<file path="config.mk">
export PLATFORM = sky130hd
export DESIGN_NAME = multibyte_add_sequencer
export DESIGN_NICKNAME = d
export VERILOG_FILES = /design/src/rtl/multibyte_add_sequencer_pkg.sv /design/src/rtl/adder8_cin.sv /design/src/rtl/multibyte_add_sequencer.sv
export SDC_FILE = /design/constraint.sdc
export NUM_CORES = 1
export LEC_CHECK = 0
export CAP_MARGIN = 20
export CORE_MARGIN = 5
export CORE_UTILIZATION = 41
export DETAILED_ROUTE_END_ITERATION = 8
export PLACE_DENSITY = 0.75
export SYNTH_ARGS = -nofsm -noshare
export SYNTH_HDL_FRONTEND = slang
export SYNTH_SLANG_ARGS = --single-unit
</file>
<file path="constraint.sdc">
create_clock -name clk -period 4.4 [get_ports clk]
set_input_delay 1.32 -clock clk [delete_from_list [all_inputs] [get_ports clk]]
set_output_delay 1.32 -clock clk [all_outputs]
set_load 0.1 [all_outputs]
</file>
<file path="src/rtl/multibyte_add_sequencer_pkg.sv">
// ---------------------------------------------------------------------------
// multibyte_add_sequencer_pkg
// Shared definitions for the multi-byte add sequencer:
//   BYTE_W      - datapath width of one operand beat
//   state_t     - sequencer FSM encoding (IDLE / BUSY / DROP)
//   full_adder  - single-bit full adder cell, returns {carry_out, sum}
// ---------------------------------------------------------------------------
package multibyte_add_sequencer_pkg;

  localparam int BYTE_W = 8;

  // IDLE: no packet open, BUSY: packet open, DROP: discarding the tail of
  // a packet that ran past the maximum length.
  typedef enum logic [1:0] {
    IDLE = 2'd0,
    BUSY = 2'd1,
    DROP = 2'd2
  } state_t;

  // One-bit full adder cell; the byte adder is a ripple chain of these.
  function automatic logic [1:0] full_adder(input logic a, input logic b, input logic ci);
    return {(a & b) | (ci & (a ^ b)), a ^ b ^ ci};
  endfunction

endpackage

</file>
<file path="src/rtl/adder8_cin.sv">
// ---------------------------------------------------------------------------
// adder8_cin
// Purely combinational 8-bit ripple-carry adder built from full_adder cells.
// Ports:
//   i_a, i_b  - operand bytes
//   i_cin     - carry into bit 0
//   o_sum     - sum byte
//   o_co      - carry out of bit 7
// ---------------------------------------------------------------------------
module adder8_cin
  import multibyte_add_sequencer_pkg::*;
(
  input  logic [BYTE_W-1:0] i_a,
  input  logic [BYTE_W-1:0] i_b,
  input  logic              i_cin,
  output logic [BYTE_W-1:0] o_sum,
  output logic              o_co
);

  // Ripple the carry from bit 0 upward; each cell consumes the carry
  // produced by the cell below it.
  always_comb begin
    logic [BYTE_W:0] w_carry;
    w_carry    = '0;
    w_carry[0] = i_cin;
    o_sum      = '0;
    for (int k = 0; k < BYTE_W; k++) begin
      {w_carry[k+1], o_sum[k]} = full_adder(i_a[k], i_b[k], w_carry[k]);
    end
    o_co = w_carry[BYTE_W];
  end

endmodule

</file>
<file path="src/rtl/multibyte_add_sequencer.sv">
// ---------------------------------------------------------------------------
// multibyte_add_sequencer
// Streaming multi-precision adder front-end. Operand pairs arrive one byte
// per beat, least-significant byte first; the carry is chained across beats
// and a registered stream of sum bytes is produced, with the final carry-out
// and a length-error flag on the last beat.
// Ports:
//   clk, rst_n           - clock, asynchronous active-low reset
//   in_valid / in_ready  - input beat handshake
//   in_a, in_b           - operand bytes
//   in_cin               - packet carry-in (first beat only)
//   in_last              - most-significant byte of the packet
//   out_valid / out_ready- output beat handshake
//   out_sum              - sum byte
//   out_last             - final byte of the result packet
//   out_cout             - final carry-out (0 unless out_last)
//   out_len_err          - packet truncated at MAX_BYTES (0 unless out_last)
//   pkt_count            - result packets delivered, wraps modulo 2^CNT_W
// ---------------------------------------------------------------------------
module multibyte_add_sequencer
  import multibyte_add_sequencer_pkg::*;
#(
  parameter int MAX_BYTES = 4,
  parameter int CNT_W     = 16
) (
  input  logic              clk,
  input  logic              rst_n,
  input  logic              in_valid,
  output logic              in_ready,
  input  logic [BYTE_W-1:0] in_a,
  input  logic [BYTE_W-1:0] in_b,
  input  logic              in_cin,
  input  logic              in_last,
  output logic              out_valid,
  input  logic              out_ready,
  output logic [BYTE_W-1:0] out_sum,
  output logic              out_last,
  output logic              out_cout,
  output logic              out_len_err,
  output logic [CNT_W-1:0]  pkt_count
);

  localparam int                IDX_W    = $clog2(MAX_BYTES);
  localparam logic [IDX_W-1:0]  LAST_IDX = IDX_W'(MAX_BYTES - 1);

  state_t             r_state;
  logic               r_carry;
  logic [IDX_W-1:0]   r_idx;

  logic               w_accept;
  logic               w_cin;
  logic               w_forced;
  logic               w_isLast;
  logic [BYTE_W-1:0]  w_sum;
  logic               w_co;

  // Back-pressure: a new beat may enter when the output register is empty
  // or being drained this cycle. While dropping a truncated tail no output
  // is produced, so the tail is swallowed regardless of the downstream.
  always_comb begin
    in_ready = (r_state == DROP) ? 1'b1 : (!out_valid || out_ready);
    w_accept = in_valid && in_ready;
  end

  // Carry-in comes from the port on the first beat of a packet and from the
  // chained carry register afterwards. The MAX_BYTES-th beat closes the
  // packet even when the upstream did not mark it last.
  always_comb begin
    w_cin    = (r_state == IDLE) ? in_cin : r_carry;
    w_forced = (r_state == BUSY) && (r_idx == LAST_IDX) && !in_last;
    w_isLast = in_last || w_forced;
  end

  adder8_cin u_adder (
    .i_a   (in_a),
    .i_b   (in_b),
    .i_cin (w_cin),
    .o_sum (w_sum),
    .o_co  (w_co)
  );

  // Sequencer FSM with registered outputs. Draining the output register and
  // loading a new beat can happen in the same cycle; the later load wins so
  // out_valid stays high. The packet counter ticks only when a last beat is
  // actually handed downstream.
  always_ff @(posedge clk or negedge rst_n) begin
    if (!rst_n) begin
      r_state     <= IDLE;
      r_carry     <= 1'b0;
      r_idx       <= '0;
      out_valid   <= 1'b0;
      out_sum     <= '0;
      out_last    <= 1'b0;
      out_cout    <= 1'b0;
      out_len_err <= 1'b0;
      pkt_count   <= '0;
    end else begin
      if (out_valid && out_ready) begin
        out_valid <= 1'b0;
        if (out_last) begin
          pkt_count <= pkt_count + CNT_W'(1);
        end
      end
      if (w_accept) begin
        unique case (r_state)
          IDLE, BUSY: begin
            out_valid   <= 1'b1;
            out_sum     <= w_sum;
            out_last    <= w_isLast;
            out_cout    <= w_isLast & w_co;
            out_len_err <= w_forced;
            r_carry     <= !w_isLast & w_co;
            if (w_isLast) begin
              r_idx   <= '0;
              r_state <= w_forced ? DROP : IDLE;
            end else begin
              r_idx   <= r_idx + IDX_W'(1);
              r_state <= BUSY;
            end
          end
          DROP: begin
            if (in_last) begin
              r_state <= IDLE;
            end
          end
          default: r_state <= IDLE;
        endcase
      end
    end
  end

endmodule

</file>
After elaboration in Yosys (flattened, before gate mapping)
Index checks and enable logic that the tools add are counted.
{"block": "totals", "register_bits": 33, "input_bits": 22, "output_inout_bits": 29, "word_cells": 81}
{"block": "classes", "add_sub_neg": 2, "n_eq_ne": 4, "n_mux": 10, "bitwise": 42, "reduce_logical": 14}
{"op": "1-bit bitwise AND", "n": 18}
{"op": "16-bit by 1-bit adder with 16-bit output (second input constant)", "n": 1}
{"op": "1-bit bitwise XOR", "n": 16}
{"op": "2-bit two-way mux", "n": 4}
{"op": "1-bit bitwise OR", "n": 8}
{"op": "2-bit AND reduction", "n": 3}
{"op": "1-bit two-way mux", "n": 5}
{"op": "2-bit equality test (second input constant)", "n": 2}
{"op": "1-bit logical AND", "n": 4}
{"op": "2-bit case mux with 2 select lines", "n": 1}
{"op": "1-bit logical NOT", "n": 3}
{"op": "2-bit by 1-bit adder with 2-bit output (second input constant)", "n": 1}
{"op": "2-bit by 1-bit equality test with 1-bit output (second input constant)", "n": 1}
{"op": "2-bit logical NOT", "n": 1}
{"op": "1-bit logical OR", "n": 2}
{"op": "2-bit inequality test (second input constant)", "n": 1}
{"op": "2-bit OR reduction", "n": 1}

Longest topological paths before layout
Gate-level depths: netlist of the first run.
{"block": "depth", "ltp_word": 19, "depth_mapped": 14, "ltp_nobuf": 14}

Hierarchy
Synthesis of the first run repeated with hierarchy kept, for this count alone.
{"block": "hier_totals", "hier_cells": 149, "hier_area_um2": 1596.5}
{"module": "multibyte_add_sequencer", "n_inst": 1, "cells_each": 131, "area_per_inst_um2": 1398.8, "seq_area_each_um2": 825.8}
{"module": "adder8_cin", "n_inst": 1, "cells_each": 18, "area_per_inst_um2": 197.7, "seq_area_each_um2": 0.0}

Least setup slack after synthesis of the first run
OpenSTA, ideal clock, no wires.
{"block": "synth_path", "kind": "input port to flip-flop", "from": "input in_cin", "to": "register out_sum[7]", "setup_ns": 0.126, "arrival_time_ns": 4.739, "required_time_ns": 4.274, "path_slack_ns": -0.465, "cell_stages": 12, "path_buffers": 0, "path_cell_list": "mux2_2 > fa_1 > fa_1 > fa_1 > fa_1 > fa_1 > inv_1 > fa_1 > inv_1 > fa_1 > fa_1 > mux2_2"}
{"block": "synth_between", "elab_chain_cells": 16}
{"element": "start: declaration", "line_no": "multibyte_add_sequencer.sv:32", "source": "input logic in_cin,"}
{"element": "1-bit two-way mux", "line_no": "multibyte_add_sequencer.sv:69", "source": "w_cin = (r_state == IDLE) ? in_cin : r_carry;"}
{"element": "1-bit bitwise AND", "line_no": "multibyte_add_sequencer_pkg.sv:22", "source": "return {(a & b) | (ci & (a ^ b)), a ^ b ^ ci};"}
{"element": "1-bit bitwise OR", "line_no": "multibyte_add_sequencer_pkg.sv:22"}
{"element": "1-bit bitwise AND", "line_no": "multibyte_add_sequencer_pkg.sv:22"}
{"element": "1-bit bitwise OR", "line_no": "multibyte_add_sequencer_pkg.sv:22"}
{"element": "1-bit bitwise AND", "line_no": "multibyte_add_sequencer_pkg.sv:22"}
{"element": "1-bit bitwise OR", "line_no": "multibyte_add_sequencer_pkg.sv:22"}
{"element": "1-bit bitwise AND", "line_no": "multibyte_add_sequencer_pkg.sv:22"}
{"element": "1-bit bitwise OR", "line_no": "multibyte_add_sequencer_pkg.sv:22"}
{"element": "1-bit bitwise AND", "line_no": "multibyte_add_sequencer_pkg.sv:22"}
{"element": "1-bit bitwise OR", "line_no": "multibyte_add_sequencer_pkg.sv:22"}
{"element": "1-bit bitwise AND", "line_no": "multibyte_add_sequencer_pkg.sv:22"}
{"element": "1-bit bitwise OR", "line_no": "multibyte_add_sequencer_pkg.sv:22"}
{"element": "1-bit bitwise AND", "line_no": "multibyte_add_sequencer_pkg.sv:22"}
{"element": "1-bit bitwise OR", "line_no": "multibyte_add_sequencer_pkg.sv:22"}
{"element": "1-bit bitwise XOR", "line_no": "multibyte_add_sequencer_pkg.sv:22"}
{"element": "named net u_adder.o_sum[7]", "line_no": "adder8_cin.sv:16", "source": "output logic [BYTE_W-1:0] o_sum,"}
{"element": "end signal: assignment", "line_no": "multibyte_add_sequencer.sv:108", "source": "out_sum <= w_sum;"}
{"element": "end: declaration", "line_no": "multibyte_add_sequencer.sv:36", "source": "output logic [BYTE_W-1:0] out_sum,"}
The timed path passes the listed nets, and every way through them passes these cells.
A chain may end at the register's enable or synchronous reset.

Worst setup path after layout of the first run
Ends and elaborated chain as after synthesis.

==> results.py, run 1 <==
metrics = {
    "sta": {
        "rsz0062_at_grt": "true",
        "finalCriticalPeriod_ns": 4.56,
        "setup_slack_ns": -0.158,
        "slew_violations": 0,
        "slew-limit-headroom_pct": 33.4,
        "worst_slew_pin_slew_ns": 0.996,
        "tns_ns": -0.158,
        "post-route-period-util_pct": 104,
        "clock_skew_ns": 0.00540,
        "setup_viol": 1,
        "fmax_mhz": 219,
        "hold_violations": 0,
    },
    "clocking": {
        "clock_latency_ns": 0.28,
        "clk_pin_slew_worst_paths_ns": 0.07,
        "clockBufferDepth": 2,
        "cts_tree": "built",
        "cts_setup_buffers": 0,
        "clock_sink_count": 33,
        "root_buffer": "clkbuf_8",
        "h-tree-depth": 2,
        "cts_buffers": 5,
        "cts_hold_buf": 0,
    },
    "power_and_ir_drop": {
        "power.total_mw": 1.30,
        "power.leakage_nw": 1.01,
        "intPower_mw": 0.674,
        "power_frac_comb_pct": 49.0,
        "peakVddDrop_uv": 264,
        "switching_power_mw": 0.629,
        "powerDensity_nw_per_um2": 569,
        "power_frac_seq_pct": 32.1,
        "p_clk_share_pct": 18.9,
        "swShare_pct": 48.2,
    },
    "outcome": {
        "violations": "negative setup slack",
        "status": "finished with violations",
    },
    "detailed_routing": {
        "drt-total-wl_um": 3230,
        "first_pass_iters": 4,
        "drt-vias-per-instance": 4.87,
        "wire_per_inst_um": 13.9,
        "num_vias": 1135,
        "antenna_left": 0,
        "drc": 0,
        "drt_iter0_drc": 44,
    },
    "critical_path": {
        "critPathKind": "input pin to flip-flop",
        "cp_max_fo": 1,
        "startpoint_type": "input pin",
        "required_ns": 4.56,
        "endpoint_kind": "flip-flop",
        "worstPathArrival_ns": 4.72,
    },
    "die": {
        "die_w_um": 72.6,
        "dieArea_um2": 5280,
        "io_pins": 51,
        "rows": 22,
        "die_h_um": 72.6,
        "start_util_pct": 43.0,
        "core_area_um2": 3740,
    },
    "final_layout": {
        "multi_input_area_um2": 756,
        "diodes": 0,
        "fin_area_um2": 2290,
        "finish.net_count": 216,
        "area_growth_pct": 42.3,
        "nFillCells": 318,
        "drive_gt1_share_pct": 20.0,
        "register_area_um2": 826,
    },
    "synthesis": {
        "synth_edf_count": 0,
        "synth_fp_nets": 162,
        "ys_warn_count": 0,
        "synth.most_common_cell": "dfrtp_1",
        "ys_top_cells_by_count": "dfrtp_1 (33), nand2_1 (15), mux2_2 (10), fa_1 (8), xnor2_1 (8)",
        "ys_seq_elements": 33,
        "syn_inst": 130,
        "avgSynthCellArea_um2": 12.4,
        "synthArstFlopShare_pct": 100,
        "synth_cell_type_count": 26,
        "synth_ff_type": "dfrtp_1",
        "yosysSeqAreaShare_pct": 51.3,
        "synth_top_cell_area_share_pct": 51.3,
        "ys_top_cells_by_area": "dfrtp_1 (51%), fa_1 (10%), mux2_2 (7.0%), xnor2_1 (4.4%), xor2_1 (3.8%)",
        "netlist_area_um2": 1610,
        "synth_area_leader_cell": "dfrtp_1",
    },
    "global_routing": {
        "grt_max_degree": 34,
        "grt_util_all_layers_pct": 13.5,
        "antenna_found_initial": 0,
        "gr-total-overflow": 0,
        "grt_pass1_vias": 1168,
        "grt_pass1_wl_um": 5460,
    },
    "run": {
        "maxCapViolCount": 0,
    },
    "placement": {
        "place_congestion": 0.706,
        "place_hpwl_um": 2530,
        "dpl_cell_area_um2": 2180,
        "port_buffers": 50,
    },
    "min_path": {
        "hp-class": "flip-flop to flip-flop",
    },
}
## power by group through the flow
| stage | clock (mW) | combinational, mW | sequential (mW) |
|---|---|---|---|
| 3_3_place_gp | 0 | 0.632 | 0.419 |
| 3_5_place_dp | 0 | 0.640 | 0.424 |
| 5_1_grt | 0.266 | 0.662 | 0.429 |
| 6_report | 0.246 | 0.639 | 0.418 |
| 2_1_floorplan | 0 | 0.106 | 0.785 |
| 4_1_cts | 0.258 | 0.645 | 0.419 |
## final timing paths
| check | to | cells after the start | slack [ns] | start |
|---|---|---|---|---|
| worst min-delay path | pkt_count[15]$_DFFE_PN0P_ | 1 | 0.47 | pkt_count[15]$_DFFE_PN0P_ |
| min in group asynchronous | pkt_count[13]$_DFFE_PN0P_ | 2 | 1.43 | rst_n |
| worst max register to register | out_sum[7]$_DFFE_PN0P_ | 13 | 0.30 | r_state[0]$_DFFE_PN0P_ |
| worst min register to register | pkt_count[15]$_DFFE_PN0P_ | 1 | 0.47 | pkt_count[15]$_DFFE_PN0P_ |
| worst max-delay path | out_sum[7]$_DFFE_PN0P_ | 13 | -0.16 | in_cin |
| max in group asynchronous | pkt_count[5]$_DFFE_PN0P_ | 2 | 2.66 | rst_n |
## cell type report
class / count / share of cell area, %
repair buffers: 52 / 22.9
flip-flops and latches: 33 / 36.1
well taps: 48 / 2.62
multi-input cells: 86 / 33.0
clock inverters: 1 / 0.219
inverters: 6 / 0.984
clock buffers: 7 / 4.21
## through the flow
stage	cells	utilization (%)	worst slack (ns)	hold slack [ns]
CTS	233	61.2	-0.404	0.486
floorplan	130	-	-0.210	0.469
global route	233	61.2	-0.215	0.508
finish	233	61.2	-0.158	0.475
global placement	225	58.2	-0.679	0.456
detailed placement	225	58.2	-0.736	0.473
## critical path: stages
cell and delay [ns]:
buf_6 0.09, mux2_4 0.25, fa_2 0.35, fa_2 0.35, fa_2 0.34, fa_2 0.35
fa_2 0.34, inv_2 0.06, fa_2 0.18, inv_2 0.04, fa_2 0.34, fa_2 0.42
mux2_4 0.27
## repair_timing
action | 4_1_cts | 5_1_grt
pin swaps | 8 | 8
gates resized for setup | 10 | 0
endpoints found under the setup margin | 4 | 4
## registers in the layout (all words and copies together), names as in the netlist
register,count
out_len_err,1
out_valid,1
r_state,2
r_idx,2
out_sum,8
out_cout,1
out_last,1
pkt_count,16
r_carry,1
## kinds of logic after synthesis
group                    share of synthesized area, %
AO/OA/AOI/OAI                                    4.82
XOR/XNOR                                         8.17
adder cells (fa/ha/maj)                          11.5
buffers and inverters                            3.42
flip-flops                                       51.3
multiplexers                                     7.00
AND/OR/NAND/NOR                                  13.8
## routing by layer
| metal | share of wire (%) | GRT usage, % |
|---|---|---|
| met1 | 42 | 15.9 |
| met2 | 46 | 22.0 |
| met3 | 10 | 5.79 |
| met4 | 1.5 | 4.92 |
| met5 | 0 | 0 |
## cell usage in the layout, fill, tap and decap left out, types with 2 or more instances in the layout
| cell | n |
|---|---|
| clkdlybuf4s50_1 | 46 |
| dfrtp_1 | 33 |
| nand2_1 | 15 |
| mux2_2 | 8 |
| xnor2_1 | 8 |
| fa_2 | 8 |
| xor2_1 | 7 |
| clkbuf_8 | 7 |
| and3_1 | 6 |
| nor2_1 | 5 |
| inv_1 | 4 |
| o21ai_0 | 4 |
| nand3_1 | 4 |
| nor3_2 | 3 |
| mux2_4 | 2 |
| inv_2 | 2 |
| a21oi_1 | 2 |
| o31ai_1 | 2 |
| a22o_1 | 2 |
| ha_1 | 2 |
| dlygate4sd2_1 | 2 |
| buf_4 | 2 |
No activity file was read; power rests on OpenSTA's default activity.
==> run 2, diff against run 1 <==
--- a/config.mk
+++ b/config.mk
@@ -9,7 +9,7 @@
 export CORE_MARGIN = 5
 export CORE_UTILIZATION = 41
 export DETAILED_ROUTE_END_ITERATION = 8
-export PLACE_DENSITY = 0.75
+export PLACE_DENSITY = 0.85
 export SYNTH_ARGS = -nofsm -noshare
 export SYNTH_HDL_FRONTEND = slang
 export SYNTH_SLANG_ARGS = --single-unit
==> constraint.sdc (replaced) <==
create_clock -name clk -period 4.15 [get_ports clk]
set_input_delay 1.245 -clock clk [delete_from_list [all_inputs] [get_ports clk]]
set_output_delay 1.245 -clock clk [all_outputs]
set_load 0.1 [all_outputs]
==> run 2 against run 1 <==
  * The flow still finishes with violations (negative setup slack)
  * Highest routed layer unchanged
  * Critical path depth stayed put
  * Register-to-register slack worse by 0.20 ns
  * Die area stayed put
  * Non-clock buffer count is 1 higher
  * Count of clock-buffer cells in the layout is 1 lower
  * Largest power group unchanged
  * Cell area is 0.33% lower
  * First-iteration DRC count is 14% higher
  * Cell count is 0.43% higher
==> results.py, run 2 (synthesis gave the netlist of run 1 again) <==
metrics = {
    "clocking": {
        "clock_sink_count": 33,
        "clockBufferDepth": 2,
        "root_buffer": "clkbuf_8",
        "h-tree-depth": 2,
        "cts_setup_buffers": 0,
        "clk_pin_slew_worst_paths_ns": 0.07,
        "cts_buffers": 5,
        "cts_tree": "built",
        "clock_latency_ns": 0.28,
    },
    "detailed_routing": {
        "num_vias": 1146,
        "drt_iter0_drc": 50,
        "drt-vias-per-instance": 4.90,
        "antenna_left": 0,
        "first_pass_iters": 4,
        "wire_per_inst_um": 14.0,
        "drt-total-wl_um": 3270,
        "drc": 0,
    },
    "power_and_ir_drop": {
        "swShare_pct": 49.3,
        "powerDensity_nw_per_um2": 593,
        "p_clk_share_pct": 16.5,
        "power_frac_seq_pct": 32.7,
        "power.leakage_nw": 1.01,
        "intPower_mw": 0.686,
        "switching_power_mw": 0.668,
        "power.total_mw": 1.35,
        "peakVddDrop_uv": 361,
        "power_frac_comb_pct": 50.8,
    },
    "global_routing": {
        "gr-total-overflow": 0,
        "grt_max_degree": 34,
        "antenna_found_initial": 0,
        "grt_pass1_wl_um": 5350,
        "grt_pass1_vias": 1216,
        "grt_util_all_layers_pct": 13.1,
    },
    "sta": {
        "hold_violations": 0,
        "slew_violations": 0,
        "rsz0062_at_grt": "true",
        "setup_viol": 3,
        "post-route-period-util_pct": 108,
        "fmax_mhz": 224,
        "tns_ns": -0.593,
        "worst_slew_pin_slew_ns": 0.995,
        "finalCriticalPeriod_ns": 4.47,
        "slew-limit-headroom_pct": 33.5,
        "setup_slack_ns": -0.317,
        "clock_skew_ns": 0.00649,
    },
    "outcome": {
        "violations": "negative setup slack",
        "status": "finished with violations",
    },
    "placement": {
        "dpl_cell_area_um2": 2190,
        "place_congestion": 0.754,
        "place_hpwl_um": 2590,
        "dp.cells": 226,
        "port_buffers": 50,
    },
    "final_layout": {
        "reg.largest.list": "pkt_count (16), out_sum (8)",
        "drive_gt1_share_pct": 19.9,
        "multi_input_area_um2": 759,
        "largest_reg_flops": 16,
        "diodes": 0,
        "final_cells": 234,
        "nFillCells": 301,
        "fin_area_um2": 2280,
        "final_cell_mix": "clkdlybuf4s50_1 (46), dfrtp_1 (33), nand2_1 (15), xnor2_1 (8), fa_2 (8)",
        "finish.net_count": 217,
        "area_growth_pct": 41.8,
        "final_common_cell": "clkdlybuf4s50_1",
        "largest_register": "pkt_count",
        "register_area_um2": 826,
    },
    "min_path": {
        "hp-class": "flip-flop to flip-flop",
    },
    "die": {
        "rows": 22,
        "dieArea_um2": 5280,
        "die_w_um": 72.6,
        "io_pins": 51,
        "start_util_pct": 43.0,
        "die_h_um": 72.6,
        "core_area_um2": 3740,
    },
    "critical_path": {
        "critPathKind": "input pin to flip-flop",
        "startpoint_type": "input pin",
        "worstPathArrival_ns": 4.63,
        "required_ns": 4.32,
        "cp_max_fo": 1,
        "endpoint_kind": "flip-flop",
    },
    "run": {
        "maxCapViolCount": 0,
    },
}
==> run 2: repair_timing <==
item                       CTS  global route
setup endpoints to repair    4             4
pin swaps                    8             8
hold buffers                 0             0
gates resized for setup     12             0
==> run 2: final timing paths <==
path,endpoint,depth (start not counted),slack [ns],start
worst max-delay path,out_sum[7]$_DFFE_PN0P_,13,-0.32,in_cin
worst min-delay path,pkt_count[15]$_DFFE_PN0P_,1,0.47,pkt_count[15]$_DFFE_PN0P_
worst max register to register,out_sum[7]$_DFFE_PN0P_,13,0.10,r_state[1]$_DFFE_PN0P_
worst min register to register,pkt_count[15]$_DFFE_PN0P_,1,0.47,pkt_count[15]$_DFFE_PN0P_
max in group asynchronous,pkt_count[7]$_DFFE_PN0P_,2,2.48,rst_n
min in group asynchronous,pkt_count[11]$_DFFE_PN0P_,2,1.37,rst_n
==> run 2: layer usage <==
metal | wire [um] | up-vias | GRT usage [%]
li1 | - | 542 | -
met1 | 1270 | 550 | 14.3
met2 | 1600 | 49 | 22.2
met3 | 358 | 5 | 6.47
met4 | 40 | 0 | 4.30
met5 | 0 | - | 0
==> run 2: layout make-up <==
class,count,share of cell area [%]
Clock inverter,2,0.439
Inverter,6,0.987
Multi-Input combinational cell,86,33.3
Timing Repair Buffer,53,23.3
Clock buffer,6,3.18
Sequential cell,33,36.2
Tap cell,48,2.63
==> run 2: through the flow <==
step                      hold WS, ns  utilization (%)  worst slack [ns]
after floorplan                 0.469                -            -0.385
after global placement          0.457             58.4            -0.848
after detailed placement        0.459             58.4            -0.920
after CTS                       0.472             61.0            -0.528
after global routing            0.488             61.0            -0.353
final                           0.469             61.0            -0.317
==> run 2: power by group through the flow <==
stage                     logic (mW)  registers, mW  clock network (mW)
after global routing           0.711          0.451               0.248
after global placement         0.675          0.443                   0
final                          0.687          0.443               0.224
after detailed placement       0.683          0.448                   0
after floorplan                0.112          0.832                   0
after CTS                      0.695          0.444               0.232
==> run 2: critical path: stages <==
cell and delay (ns):
buf_6 0.09, mux2_4 0.26, fa_2 0.34, fa_2 0.34, fa_2 0.35, fa_2 0.36, fa_2 0.35, inv_2 0.06
fa_2 0.18, inv_2 0.04, fa_2 0.34, fa_2 0.41, mux2_4 0.27
==> run 3, diff against run 2 <==
--- a/config.mk
+++ b/config.mk
@@ -6,10 +6,12 @@
 export NUM_CORES = 1
 export LEC_CHECK = 0
 export CAP_MARGIN = 20
+export CELL_PAD_IN_SITES_DETAIL_PLACEMENT = 1
+export CELL_PAD_IN_SITES_GLOBAL_PLACEMENT = 2
 export CORE_MARGIN = 5
-export CORE_UTILIZATION = 41
+export CORE_UTILIZATION = 26
 export DETAILED_ROUTE_END_ITERATION = 8
-export PLACE_DENSITY = 0.85
+export PLACE_DENSITY = 0.84
 export SYNTH_ARGS = -nofsm -noshare
 export SYNTH_HDL_FRONTEND = slang
 export SYNTH_SLANG_ARGS = --single-unit
==> run 3 against run 2 <==
  * First-iteration DRC count fell by 50%
  * Count of clock-buffer cells in the layout is the same
  * Fmax rose by 0.93%
  * Cell count grew 12%
  * Core utilization fell by 21 points
  * Critical path type unchanged
  * Critical path depth stayed put
  * The flow still finishes with violations (negative setup slack)
  * Global-route usage down 2.8 points
  * Die area increased by 49%
==> results.py, run 3 (synthesis gave the netlist of run 1 again) <==
metrics = {
    "critical_path": {
        "cp_max_fo": 1,
        "crit_path_max_incr_delay_ns": 0.41,
        "reg2reg_depth": 13,
        "startpoint_type": "input pin",
        "crit_chain": "buf_6 > mux2_4 > fa_2 > fa_2 > fa_2 > fa_2 > fa_2 > inv_2 > fa_2 > inv_2 > fa_2 > fa_2 > mux2_4",
        "endpoint_kind": "flip-flop",
        "required_ns": 4.32,
        "cp_common_cell": "fa_2",
        "cp_top_family": "adder cells",
        "cp_num_buf_inv": 3,
        "critPathSlowestCell": "fa_2",
        "path_depth": 13,
        "worstPathArrival_ns": 4.60,
        "critPathKind": "input pin to flip-flop",
    },
    "detailed_routing": {
        "drt-vias-per-instance": 4.39,
        "wire_per_inst_um": 14.0,
        "drc": 0,
        "antenna_left": 0,
        "first_pass_iters": 4,
        "drt-total-wl_um": 3680,
        "drt_iter0_drc": 25,
        "num_vias": 1151,
    },
    "global_routing": {
        "grt_max_degree": 34,
        "gr-total-overflow": 0,
        "grt_pass1_vias": 1308,
        "grt_pass1_wl_um": 6200,
        "antenna_found_initial": 0,
        "grt_util_all_layers_pct": 10.4,
    },
    "sta": {
        "fmax_mhz": 226,
        "worst_slew_pin_slew_ns": 1.01,
        "setup_slack_ns": -0.275,
        "tns_ns": -0.510,
        "finalCriticalPeriod_ns": 4.43,
        "rsz0062_at_grt": "true",
        "slew_violations": 0,
        "setup_viol": 3,
        "whs_ns": 0.477,
        "slew-limit-headroom_pct": 32.6,
        "clock_skew_ns": 0.00933,
        "hold_violations": 0,
        "post-route-period-util_pct": 107,
    },
    "final_layout": {
        "reg.largest.list": "pkt_count (16), out_sum (8)",
        "largest_reg_flops": 16,
        "largest_register": "pkt_count",
        "final_common_cell": "clkdlybuf4s50_1",
        "area_growth_pct": 47.1,
        "finish.net_count": 218,
        "drive_gt1_share_pct": 21.9,
        "final_cell_mix": "clkdlybuf4s50_1 (46), dfrtp_1 (33), nand2_1 (14), xnor2_1 (8), fa_2 (8)",
        "diodes": 0,
        "fin_area_um2": 2370,
    },
    "min_path": {
        "hold_depth": 1,
        "hp-class": "flip-flop to flip-flop",
    },
    "outcome": {
        "violations": "negative setup slack",
        "status": "finished with violations",
    },
    "die": {
        "rows": 28,
        "start_util_pct": 27.0,
        "die_w_um": 88.7,
        "io_pins": 51,
        "dieArea_um2": 7860,
        "core_area_um2": 5960,
        "die_h_um": 88.7,
    },
    "placement": {
        "place_hpwl_um": 2950,
        "place_congestion": 0.662,
        "port_buffers": 50,
        "dpl_cell_area_um2": 2230,
    },
    "clocking": {
        "clockBufferDepth": 2,
        "clock_latency_ns": 0.28,
        "cts_tree": "built",
        "clock_sink_count": 33,
        "h-tree-depth": 2,
        "cts_buffers": 5,
        "root_buffer": "clkbuf_8",
        "clk_pin_slew_worst_paths_ns": 0.07,
    },
    "power_and_ir_drop": {
        "peakVddDrop_uv": 311,
        "powerDensity_nw_per_um2": 610,
        "power.leakage_nw": 1.03,
        "power.total_mw": 1.44,
    },
    "run": {
        "maxCapViolCount": 0,
    },
}
## run 3: cell types whose count changed in the layout (fill, tap and decap cells not counted)
cell and change:
buf_4 +1, bufinv_16 +1, clkbuf_1 -1, clkbuf_8 +1, clkinv_2 -2, clkinvlp_4 +1
nand2_1 -1, nand2_2 +1, o21ai_1 -1, o21ai_2 +1
## run 3: stage by stage
stage | cells | utilization, % | setup slack (ns)
2_1_floorplan | 130 | - | -0.385
3_3_place_gp | 254 | 37.4 | -0.843
3_5_place_dp | 254 | 37.4 | -0.922
4_1_cts | 262 | 39.6 | -0.500
5_1_grt | 262 | 39.7 | -0.332
6_report | 262 | 39.7 | -0.275
## run 3: final timing paths
check	start	endpoint	slack (ns)
setup reg to reg	r_state[0]$_DFFE_PN0P_	out_sum[7]$_DFFE_PN0P_	0.16
setup / recovery	in_cin	out_sum[7]$_DFFE_PN0P_	-0.28
min in group asynchronous	rst_n	pkt_count[15]$_DFFE_PN0P_	1.37
hold / removal	pkt_count[15]$_DFFE_PN0P_	pkt_count[15]$_DFFE_PN0P_	0.48
hold reg to reg	pkt_count[15]$_DFFE_PN0P_	pkt_count[15]$_DFFE_PN0P_	0.48
max in group asynchronous	rst_n	pkt_count[5]$_DFFE_PN0P_	2.47
## run 3: timing repair
action | 4_1_cts | 5_1_grt
pin swaps | 8 | 8
setup endpoints to repair | 4 | 4
hold buffers | 0 | 0
buffers inserted | 0 | 0
endpoints found under the hold margin | 0 | 0
gates resized for setup | 12 | 2
## run 3: worst reg2reg max path: cells and delay by family (launching register included)
kind | cells | cell delay, ns
adder cells (fa/ha/maj) | 8 | 2.64
multiplexers | 2 | 0.60
flip-flops | 1 | 0.38
AND/OR/NAND/NOR | 1 | 0.17
buffers and inverters | 2 | 0.10
## run 3: where the power goes
| group | total [mW] | internal (mW) | leakage [nW] | switching, mW |
|---|---|---|---|---|
| clock network | 0.316 | 0.195 | 0.0574 | 0.121 |
| logic | 0.686 | 0.185 | 0.550 | 0.501 |
| registers | 0.441 | 0.384 | 0.424 | 0.0577 |
| total | 1.44 | 0.764 | 1.03 | 0.680 |
## run 3: metal layers
metal  vias up  global-route usage, %  share of wire [%]
met5         -                      0                  0
li1        542                      -                  -
met3         4                   4.66                8.7
met4         0                   3.30               0.87
met1       567                   11.8                 40
met2        38                   17.5                 51
## run 3: layout make-up
class	count	area (um^2)
fill	667	3590
sequential	33	826
multi-input combinational	86	766
timing repair buffer	54	539
tap	75	93.8
clock buffer	6	82.6
clock inverter	2	37.5
inverter	6	22.5
